<file path="config.mk">
export PLATFORM = sky130hd
export DESIGN_NAME = expression_pipe_lanes_flat
export DESIGN_NICKNAME = d
export VERILOG_FILES = /design/src/rtl/expression_pipe_lanes_if.sv /design/src/rtl/expression_pipe_lanes.sv /design/src/flat_wrapper.sv
export SDC_FILE = /design/constraint.sdc
export NUM_CORES = 1
export LEC_CHECK = 0
export BUFFER_PORTS_ARGS = -buffer_cell sky130_fd_sc_hd__buf_4
export CAP_MARGIN = 20
export CORE_MARGIN = 5
export CORE_UTILIZATION = 45
export CTS_CLUSTER_DIAMETER = 150
export DETAILED_ROUTE_END_ITERATION = 10
export GPL_TIMING_DRIVEN = 0
export MAX_ROUTING_LAYER = met4
export PLACE_DENSITY = 0.71
export SLEW_MARGIN = 15
export SYNTH_ARGS = -nofsm -noshare
export SYNTH_HDL_FRONTEND = slang
export SYNTH_SLANG_ARGS = --single-unit
</file>
<file path="constraint.sdc">
create_clock -name clk -period 7.4 [get_ports clk]
set_input_delay 0.37 -clock clk [delete_from_list [all_inputs] [get_ports clk]]
set_output_delay 0.37 -clock clk [all_outputs]
set_load 0.01 [all_outputs]
</file>
<file path="src/rtl/expression_pipe_lanes_if.sv">
// Operand/result handshake bundle for expression_pipe_lanes.
// master = stimulus source + result consumer, slave = the pipeline.
interface expression_pipe_lanes_if #(
    parameter int W     = 8,
    parameter int LANES = 4
);
    logic               in_valid;
    logic               in_ready;
    logic [LANES*W-1:0] in_a;
    logic [LANES*W-1:0] in_b;
    logic [LANES*3-1:0] in_op;
    logic [LANES-1:0]   in_signed;
    logic               out_valid;
    logic               out_ready;
    logic [LANES*W-1:0] out_y;
    logic [LANES-1:0]   ovf;
    logic               ovf_clr;

    modport master (
        output in_valid, in_a, in_b, in_op, in_signed, out_ready, ovf_clr,
        input  in_ready, out_valid, out_y, ovf
    );

    modport slave (
        input  in_valid, in_a, in_b, in_op, in_signed, out_ready, ovf_clr,
        output in_ready, out_valid, out_y, ovf
    );
endinterface

</file>
<file path="src/rtl/expression_pipe_lanes.sv">
// Two-stage valid/ready pipeline of LANES independent opcode-selected W-bit ALUs.
// Optional build macro EXPR_PIPE_SAT_EN makes ADD/SUB saturate instead of wrap.
module expression_pipe_lanes #(
    parameter int W     = 8,
    parameter int LANES = 4
) (
    input logic                    clk,
    input logic                    rst_n,
    expression_pipe_lanes_if.slave bus
);

    localparam logic [W-1:0] W_LIM = W[W-1:0];

`ifdef EXPR_PIPE_SAT_EN
    function automatic logic [W-1:0] clamp(input logic sgn, input logic neg, input logic is_sub);
        logic [W-1:0] v;
        if (sgn) begin
            v = neg ? {1'b1, {(W-1){1'b0}}} : {1'b0, {(W-1){1'b1}}};
        end else begin
            v = is_sub ? {W{1'b0}} : {W{1'b1}};
        end
        return v;
    endfunction
`endif

    // Returns {overflow, result}; operands are widened by one bit so ext[W] is the true sign/carry.
    function automatic logic [W:0] eval_lane(input logic [W-1:0] a, input logic [W-1:0] b,
                                             input logic [2:0] op, input logic sgn);
        logic [W:0]          ea;
        logic [W:0]          eb;
        logic [W:0]          ext;
        logic [W-1:0]        y;
        logic                ov;
        logic                lt;
        logic signed [W-1:0] sa;
        ea  = sgn ? {a[W-1], a} : {1'b0, a};
        eb  = sgn ? {b[W-1], b} : {1'b0, b};
        ext = {(W+1){1'b0}};
        y   = {W{1'b0}};
        ov  = 1'b0;
        lt  = 1'b0;
        sa  = a;
        case (op)
            3'd0: begin
                ext = ea + eb;
                y   = ext[W-1:0];
                ov  = sgn ? (ext[W] ^ ext[W-1]) : ext[W];
`ifdef EXPR_PIPE_SAT_EN
                if (ov) y = clamp(sgn, ext[W], 1'b0);
                else    y = ext[W-1:0];
`endif
            end
            3'd1: begin
                ext = ea - eb;
                y   = ext[W-1:0];
                ov  = sgn ? (ext[W] ^ ext[W-1]) : ext[W];
`ifdef EXPR_PIPE_SAT_EN
                if (ov) y = clamp(sgn, ext[W], 1'b1);
                else    y = ext[W-1:0];
`endif
            end
            3'd2: y = a * b;
            3'd3: y = a ~^ b;
            3'd4: begin
                if (b >= W_LIM) y = {W{1'b0}};
                else            y = a << b;
            end
            3'd5: begin
                // kept as separate branches so >>> stays arithmetic on the signed temp
                if (b >= W_LIM) y = sgn ? {W{a[W-1]}} : {W{1'b0}};
                else if (sgn)   y = sa >>> b;
                else            y = a >> b;
            end
            3'd6: begin
                lt = sgn ? ($signed(a) < $signed(b)) : (a < b);
                y  = {{(W-1){1'b0}}, lt};
            end
            3'd7: y = {{(W-1){1'b0}}, ^(a & b)};
            default: y = {W{1'b0}};
        endcase
        return {ov, y};
    endfunction

    logic               s1_valid_r;
    logic [LANES*W-1:0] s1_a_r;
    logic [LANES*W-1:0] s1_b_r;
    logic [LANES*3-1:0] s1_op_r;
    logic [LANES-1:0]   s1_signed_r;
    logic               s2_valid_r;
    logic [LANES*W-1:0] s2_y_r;
    logic [LANES-1:0]   ovf_r;

    logic               s2_adv_s;
    logic               s1_adv_s;
    logic               in_ready_s;
    logic               accept_s;
    logic [LANES*W-1:0] calc_y_s;
    logic [LANES-1:0]   calc_ovf_s;
    logic [LANES-1:0]   ovf_set_s;

    assign s2_adv_s   = !s2_valid_r || bus.out_ready;
    assign s1_adv_s   = s1_valid_r && s2_adv_s;
    assign in_ready_s = !s1_valid_r || s2_adv_s;
    assign accept_s   = bus.in_valid && in_ready_s;
    assign ovf_set_s  = s1_adv_s ? calc_ovf_s : {LANES{1'b0}};

    assign bus.in_ready  = in_ready_s;
    assign bus.out_valid = s2_valid_r;
    assign bus.out_y     = s2_y_r;
    assign bus.ovf       = ovf_r;

    // Per-lane expression evaluation on the S1 operands.
    always_comb begin
        calc_y_s   = {(LANES*W){1'b0}};
        calc_ovf_s = {LANES{1'b0}};
        for (int i = 0; i < LANES; i++) begin
            {calc_ovf_s[i], calc_y_s[i*W +: W]} =
                eval_lane(s1_a_r[i*W +: W], s1_b_r[i*W +: W], s1_op_r[i*3 +: 3], s1_signed_r[i]);
        end
    end

    // Stage 1: operand capture.
    always_ff @(posedge clk) begin
        if (!rst_n) begin
            s1_valid_r  <= 1'b0;
            s1_a_r      <= {(LANES*W){1'b0}};
            s1_b_r      <= {(LANES*W){1'b0}};
            s1_op_r     <= {(LANES*3){1'b0}};
            s1_signed_r <= {LANES{1'b0}};
        end else if (accept_s) begin
            s1_valid_r  <= 1'b1;
            s1_a_r      <= bus.in_a;
            s1_b_r      <= bus.in_b;
            s1_op_r     <= bus.in_op;
            s1_signed_r <= bus.in_signed;
        end else if (s1_adv_s) begin
            s1_valid_r  <= 1'b0;
        end else begin
            s1_valid_r  <= s1_valid_r;
        end
    end

    // Stage 2: result capture, held while the consumer stalls.
    always_ff @(posedge clk) begin
        if (!rst_n) begin
            s2_valid_r <= 1'b0;
            s2_y_r     <= {(LANES*W){1'b0}};
        end else if (s2_adv_s) begin
            s2_valid_r <= s1_valid_r;
            if (s1_valid_r) s2_y_r <= calc_y_s;
            else            s2_y_r <= s2_y_r;
        end else begin
            s2_valid_r <= s2_valid_r;
        end
    end

    // Sticky overflow flags; a same-cycle set overrides the clear.
    always_ff @(posedge clk) begin
        if (!rst_n) begin
            ovf_r <= {LANES{1'b0}};
        end else begin
            ovf_r <= (bus.ovf_clr ? {LANES{1'b0}} : ovf_r) | ovf_set_s;
        end
    end

endmodule

</file>
<file path="src/flat_wrapper.sv">
// flat-port wrapper written by rule: the top's interface ports become plain ports
module expression_pipe_lanes_flat 
#(
    parameter int W     = 8,
    parameter int LANES = 4
)
  (clk, rst_n, bus_in_valid, bus_in_a, bus_in_b, bus_in_op, bus_in_signed, bus_out_ready, bus_ovf_clr, bus_in_ready, bus_out_valid, bus_out_y, bus_ovf);
  expression_pipe_lanes_if #(.W(W), .LANES(LANES)) bus_i ();
  input logic clk;
  input logic rst_n;
  input wire logic [$bits(bus_i.in_valid)-1:0] bus_in_valid;
  input wire logic [$bits(bus_i.in_a)-1:0] bus_in_a;
  input wire logic [$bits(bus_i.in_b)-1:0] bus_in_b;
  input wire logic [$bits(bus_i.in_op)-1:0] bus_in_op;
  input wire logic [$bits(bus_i.in_signed)-1:0] bus_in_signed;
  input wire logic [$bits(bus_i.out_ready)-1:0] bus_out_ready;
  input wire logic [$bits(bus_i.ovf_clr)-1:0] bus_ovf_clr;
  output wire logic [$bits(bus_i.in_ready)-1:0] bus_in_ready;
  output wire logic [$bits(bus_i.out_valid)-1:0] bus_out_valid;
  output wire logic [$bits(bus_i.out_y)-1:0] bus_out_y;
  output wire logic [$bits(bus_i.ovf)-1:0] bus_ovf;
  assign bus_i.in_valid = bus_in_valid;
  assign bus_i.in_a = bus_in_a;
  assign bus_i.in_b = bus_in_b;
  assign bus_i.in_op = bus_in_op;
  assign bus_i.in_signed = bus_in_signed;
  assign bus_i.out_ready = bus_out_ready;
  assign bus_i.ovf_clr = bus_ovf_clr;
  assign bus_in_ready = bus_i.in_ready;
  assign bus_out_valid = bus_i.out_valid;
  assign bus_out_y = bus_i.out_y;
  assign bus_ovf = bus_i.ovf;
  expression_pipe_lanes #(.W(W), .LANES(LANES)) u_core (.clk(clk), .rst_n(rst_n), .bus(bus_i));
endmodule
</file>
---- Word-level counts from Yosys, hierarchy flattened ----
Cells that the tools add are included.
operators by class
  add/sub/neg operators ................... 8
  multipliers ............................. 4
  div/mod/pow operators ................... 0
  $lt $le $gt $ge ......................... 12
  eq/ne operators ......................... 28
  shifts and indexed selects .............. 12
  mux-type cells .......................... 48
  bitwise operators ....................... 17
  reductions and logical operators ........ 16
operator list
  cell                                                                                 number
  8-bit case mux with 8 select lines                                                   4
  8-bit 2-to-1 mux                                                                     16
  9-bit 2-to-1 mux                                                                     8
  8-bit less-than comparator                                                           8
  3-bit == test, second input constant                                                 16
  9-bit adder                                                                          4
  9-bit subtractor                                                                     4
  8-bit AND                                                                            4
  8-bit by 4-bit greater-or-equal comparator with 1-bit output, second input constant  4
  8-bit by 8-bit multiplier with 8-bit output                                          4
  8-bit parity                                                                         4
  8-bit by 8-bit << shifter with 8-bit output                                          4
  8-bit by 8-bit right shift with 8-bit output                                         4
  8-bit by 8-bit >>> shifter with 8-bit output                                         4
  8-bit bitwise XNOR                                                                   4
  3-bit by 2-bit == test with 1-bit output, second input constant                      8
  1-bit 2-to-1 mux                                                                     14
  3-bit by 1-bit == test with 1-bit output, second input constant                      4
  3-bit logical NOT                                                                    4
  4-bit 2-to-1 mux                                                                     2
  1-bit case mux with 2 select lines                                                   4
  1-bit bitwise XOR                                                                    8
  4-bit OR                                                                             1
  1-bit logical AND                                                                    2
  other kinds (4)                                                                      6
word-level totals
  register bits after elaboration ......... 118
  bits in latches ......................... 0
  RAM bits ................................ 0
  bits in read-only memories .............. 0
  bits of input ports ..................... 85
  output and inout port bits .............. 38
  logic and storage cells ................. 153
  memories kept ........................... 0

---- Depth between registers and ports, before layout ----
  word-level depth ........................ 7
  gate-level depth with buffers ........... 19
  mapped depth without buffers ............ 17

---- Least setup slack after synthesis ----
No wires, ideal clock.
  path kind ............................... reg2reg
  start ................................... reg u_core.s1_b_r[2]
  end ..................................... reg u_core.s2_y_r[7] (netlist: u_core.bus.out_y[7])
  library setup time ...................... 0.117 ns
  arrival time ............................ 4.427 ns
  required time ........................... 7.283 ns
  path slack .............................. 2.856 ns
  stages on the path, launching flop included .. 17
  buffers on the path ..................... 2
  period minus slack after synthesis ...... 4.544 ns
  path through ............................ dfxtp_1 clkbuf_1 clkbuf_1 nand2_1 fa_1 fa_1 inv_1 fa_1 inv_1 fa_1 xor2_1 xnor3_1 xnor3_1 xnor3_1 nor3_1 a311o_1 a22o_1
between the ends
  cells in the longest elaborated chain, start to end .. 4
  elaborated cells between the ends (all ways) .. 12
  classes of those cells .................. add/sub: 2; mul: 1; order compare: 1; shift: 3; mux: 5
RTL lines
  element                                                                                              line                          source
  from (decl)                                                                                          expression_pipe_lanes.sv:86   logic [LANES*W-1:0] s1_b_r;
  from (signal assigned)                                                                               expression_pipe_lanes.sv:127  s1_b_r <= {(LANES*W){1'b0}};
  from (signal assigned)                                                                               expression_pipe_lanes.sv:133  s1_b_r <= bus.in_b;
  parallel branches: the longest is 3 deep, another holds 8-bit by 8-bit multiplier with 8-bit output  -
  8-bit case mux with 8 select lines (*)                                                               expression_pipe_lanes.sv:43   case (op)
  to (signal assigned)                                                                                 expression_pipe_lanes.sv:147  s2_y_r <= {(LANES*W){1'b0}};
  to (signal assigned)                                                                                 expression_pipe_lanes.sv:150  if (s1_valid_r) s2_y_r <= calc_y_s;
  to (signal assigned)                                                                                 expression_pipe_lanes.sv:151  else s2_y_r <= s2_y_r;
  to (decl)                                                                                            expression_pipe_lanes.sv:90   logic [LANES*W-1:0] s2_y_r;
Every way passes the cells marked *.
A chain may end at the register's enable or synchronous reset.

---- Worst setup path after layout ----
  start ................................... reg u_core.s1_b_r[18]
  end ..................................... reg u_core.s2_y_r[23] (netlist: u_core.bus.out_y[23])
The elaborated chain is that of the path after synthesis.

==> flow_summary.json <==
{
  "status": "completed",
  "pwr-share-seq": 0.297,
  "clkSinkCount": 118,
  "fmax_mhz": 186,
  "fin_util": 0.516,
  "fill_cells": 3382,
  "post-cts-setup-buffers": 0,
  "power_switching_mw": 0.927,
  "tritoncts": "yes",
  "drive_above_1_share": 0.0994,
  "cp_cell_sequence": "clkbuf_1 > clkbuf_1 > nand2_1 > fa_1 > fa_1 > inv_1 > fa_1 > inv_1 > fa_1 > xor2_1 > xnor3_1 > xnor3_1 > xnor3_1 > o21ai_0 > o211ai_1 > a22o_1",
  "initial_core_util": 0.453,
  "cp.arrival_ps": 5700,
  "rrSetupSlack_ps": 2030,
  "hold_class": "in -> reg",
  "max_stage_delay_ps": 540,
  "cts_buffers": 17,
  "antenna_found_initial": 0,
  "yosys_warnings": 0,
  "r2r_cells": 16,
  "synth_top_area_frac": 0.156,
  "sw_frac_of_total": 0.375,
  "synth-async-reset-ratio": 0,
  "tightest_slew_ps": 1090,
  "clk_pin_slew_ps": 70,
  "nets": 2410,
  "internal-power_mw": 1.55,
  "yosys_register_bits": 118,
  "syn_area_per_cell_um2": 7.55,
  "synth_top_flop_cell": "dfxtp_1",
  "synth_fp_nets": 2270,
  "die_w_um": 193,
  "viasPerCell": 5.93,
  "post_cts_resized": 0,
  "synth_top_area_cell": "dfxtp_1",
  "place_congestion": 0.996,
  "min-delay-start": "bus_in_a[15]",
  "start_kind": "flip-flop",
  "clk_latency_ps": 440,
  "place_hpwl_um": 43300,
  "finalSetupTns_ps": 0,
  "comb_power_share": 0.339,
  "track_usage": 0.292,
  "path_class": "reg -> reg",
  "drtIter0Drc": 1383,
  "cts-root-buf": "clkbuf_16",
  "yosys-top-cells-area": "dfxtp_1 16%, ha_1 11%, nand2_1 8.0%",
  "leakage_nw": 7.35,
  "worst_hold_path.num_cells": 3,
  "cp_num_buf_inv": 4,
  "drc_errors": 0,
  "grt_pass1_vias": 14942,
  "slew_violations": 0,
  "antenna_cells": 0,
  "critical_path.top_delay_family": "adder cells",
  "min_period_over_period": 0.726,
  "min_to": "u_core.s1_a_r[15]$_SDFFE_PN0P_",
  "design_area_um2": 17200,
  "io_pins": 123,
  "place_area_um2": 16600,
  "first_pass_iters": 6,
  "critPathMaxFanout": 10,
  "p_clk_frac": 0.364,
  "grt_max_degree": 17,
  "fp.dieH_um": 193,
  "critical_path_required_ps": 7730,
  "syn_inst": 2001,
  "hold_violations": 0,
  "crit-reg2reg-launch": "u_core.s1_b_r[18]$_SDFFE_PN0P_",
  "setup_viol": 0,
  "htreeDepth": 4,
  "whs_ps": 181,
  "skew_ps": 15.3,
  "fp-row-count": 67,
  "ys_seq_area_frac": 0.156,
  "timing.final.crit_period_ps": 5370,
  "slew_headroom": 0.266,
  "core_um2": 33400,
  "wirelength_um": 54900,
  "power_density_nw_per_um2": 144,
  "vdd_drop_max_mv": 0.126,
  "synth_edf_count": 0,
  "areaGrowthSynthToFinish_pct": 13.9,
  "ant_nets": 0,
  "vias": 15424,
  "rr_endpoint": "u_core.bus.out_y[23]$_SDFFE_PN0P_",
  "cts_buffer_depth": 2,
  "yosysUniqueCellTypes": 78,
  "rsz0062_at_grt": "no",
  "grt_pass1_wl_um": 85500,
  "grt-ovfl-total": 0,
  "netlist_area_um2": 15100,
  "routedWlPerCell_um": 21.1,
  "final-instance-count-excl-fill": 2602,
  "hold_buffers": 0,
  "crit_slowest_cell": "fa_1",
  "dieArea_um2": 37300,
  "crit_top_cell": "fa_1",
  "numPortBuffers": 121,
  "place_inst": 2570,
  "drv_cap": 0,
  "end_kind": "flip-flop"
}
-- per-stage QoR --
step                      worst slack [ps]  power, mW
after floorplan                       2860       1.28
after global placement                2190       1.56
after detailed placement              2140       1.56
after CTS                             2110       2.45
after global routing                  1840       2.58
final                                 2030       2.47
-- Yosys cell counts (7+ instances only) --
master / count
or3_1: 11
buf_1: 7
ha_1: 128
o21bai_1: 7
a21o_1: 22
and2_1: 37
nand3b_1: 8
o21a_1: 13
a211oi_1: 10
o22ai_1: 10
buf_2: 8
nor2b_1: 31
nor4_1: 7
nand2_1: 320
xor2_1: 34
o21ai_0: 73
nor2_1: 122
a221oi_1: 13
a31oi_1: 31
a21boi_0: 84
nor3_1: 41
mux4_2: 23
xnor2_1: 83
o211ai_1: 16
nand4_1: 11
a211o_1: 9
o31ai_1: 9
mux2i_1: 38
xnor3_1: 11
fa_1: 56
mux2_2: 8
dfxtp_1: 118
nand2b_1: 25
clkbuf_1: 127
and3_1: 7
nand3_1: 31
a21oi_1: 117
inv_1: 178
a22o_1: 12
-- metal layers --
| metal | wire length [µm] | up-vias | track usage |
|---|---|---|---|
| met5 | 0 | - | - |
| met4 | 1790 | 0 | 0.0910 |
| met1 | 23700 | 7413 | 0.397 |
| met3 | 4420 | 115 | 0.0428 |
| li1 | - | 7181 | - |
| met2 | 25000 | 715 | 0.452 |
-- worst reg2reg max path, cell delays in order, from the launching register on --
cell      delay, ps
dfxtp_1         430
clkbuf_1        450
clkbuf_1        490
nand2_1         160
fa_1            460
fa_1            490
inv_1            60
fa_1            540
inv_1            50
fa_1            390
xor2_1          230
xnor3_1         350
xnor3_1         400
xnor3_1         270
o21ai_0         180
o211ai_1        120
a22o_1          190
-- area by class of cell --
class                   instances  area [µm²]  area share
clock inverters                13         171     0.00997
well taps                     448         561      0.0326
inverters                     181         679      0.0395
plain buffers                 144         566      0.0329
clock buffers                  19         443      0.0258
multi-input cells            1558       11500       0.669
repair buffers                121         908      0.0528
flip-flops and latches        118        2360       0.137
-- cell usage in the layout (no fill, tap or decap), types with 34 or more instances in the layout --
cell type  instances
nand2_1          320
inv_1            178
clkbuf_1         128
ha_1             128
nor2_1           122
buf_4            121
dfxtp_1          118
a21oi_1          117
a21boi_0          84
xnor2_1           83
o21ai_0           73
fa_1              56
nor3_1            39
mux2i_1           38
and2_1            37
xor2_1            34
-- logic make-up (layout without fill, tap and decap cells) --
| kind of cell | count (synthesis) | in the layout | share of synthesized area |
|---|---|---|---|
| DFF | 118 | 118 | 0.156 |
| muxes | 69 | 69 | 0.0654 |
| AOI/OAI and AO/OA | 499 | 499 | 0.224 |
| buffers and inverters | 325 | 478 | 0.0824 |
| and+or+nand+nor | 678 | 678 | 0.207 |
| xor gates and xnor gates | 128 | 128 | 0.0842 |
| adders and majority gates | 184 | 184 | 0.180 |
-- sequential cells by signal, indices dropped and copies added (netlist names) --
register and count:
u_core.s1_a_r 32, u_core.s1_valid_r 1, u_core.bus.out_valid 1, u_core.s1_signed_r 4, u_core.bus.ovf 4, u_core.s1_b_r 32, u_core.s1_op_r 12, u_core.bus.out_y 32
-- power groups by stage --
stage	clock network [mW]	registers, mW	logic [mW]
after CTS	0.899	0.732	0.824
after global placement	0	0.745	0.812
final	0.900	0.735	0.838
after floorplan	0	0.724	0.561
after global routing	0.925	0.738	0.913
after detailed placement	0	0.746	0.818
-- worst max path at each step --
stage	start	endpoint	depth (start not counted)	slack, ps
after detailed placement	u_core.s1_b_r[18]$_SDFFE_PN0P_	u_core.bus.out_y[23]$_SDFFE_PN0P_	16	2140
after floorplan	u_core.s1_b_r[2]$_SDFFE_PN0P_	u_core.bus.out_y[7]$_SDFFE_PN0P_	16	2860
final	u_core.s1_b_r[18]$_SDFFE_PN0P_	u_core.bus.out_y[23]$_SDFFE_PN0P_	16	2030
after CTS	u_core.s1_b_r[18]$_SDFFE_PN0P_	u_core.bus.out_y[23]$_SDFFE_PN0P_	16	2110
after global routing	u_core.s1_b_r[2]$_SDFFE_PN0P_	u_core.bus.out_y[7]$_SDFFE_PN0P_	16	1840
after global placement	u_core.s1_b_r[18]$_SDFFE_PN0P_	u_core.bus.out_y[23]$_SDFFE_PN0P_	16	2190
Power figures use the tool's default switching activity.
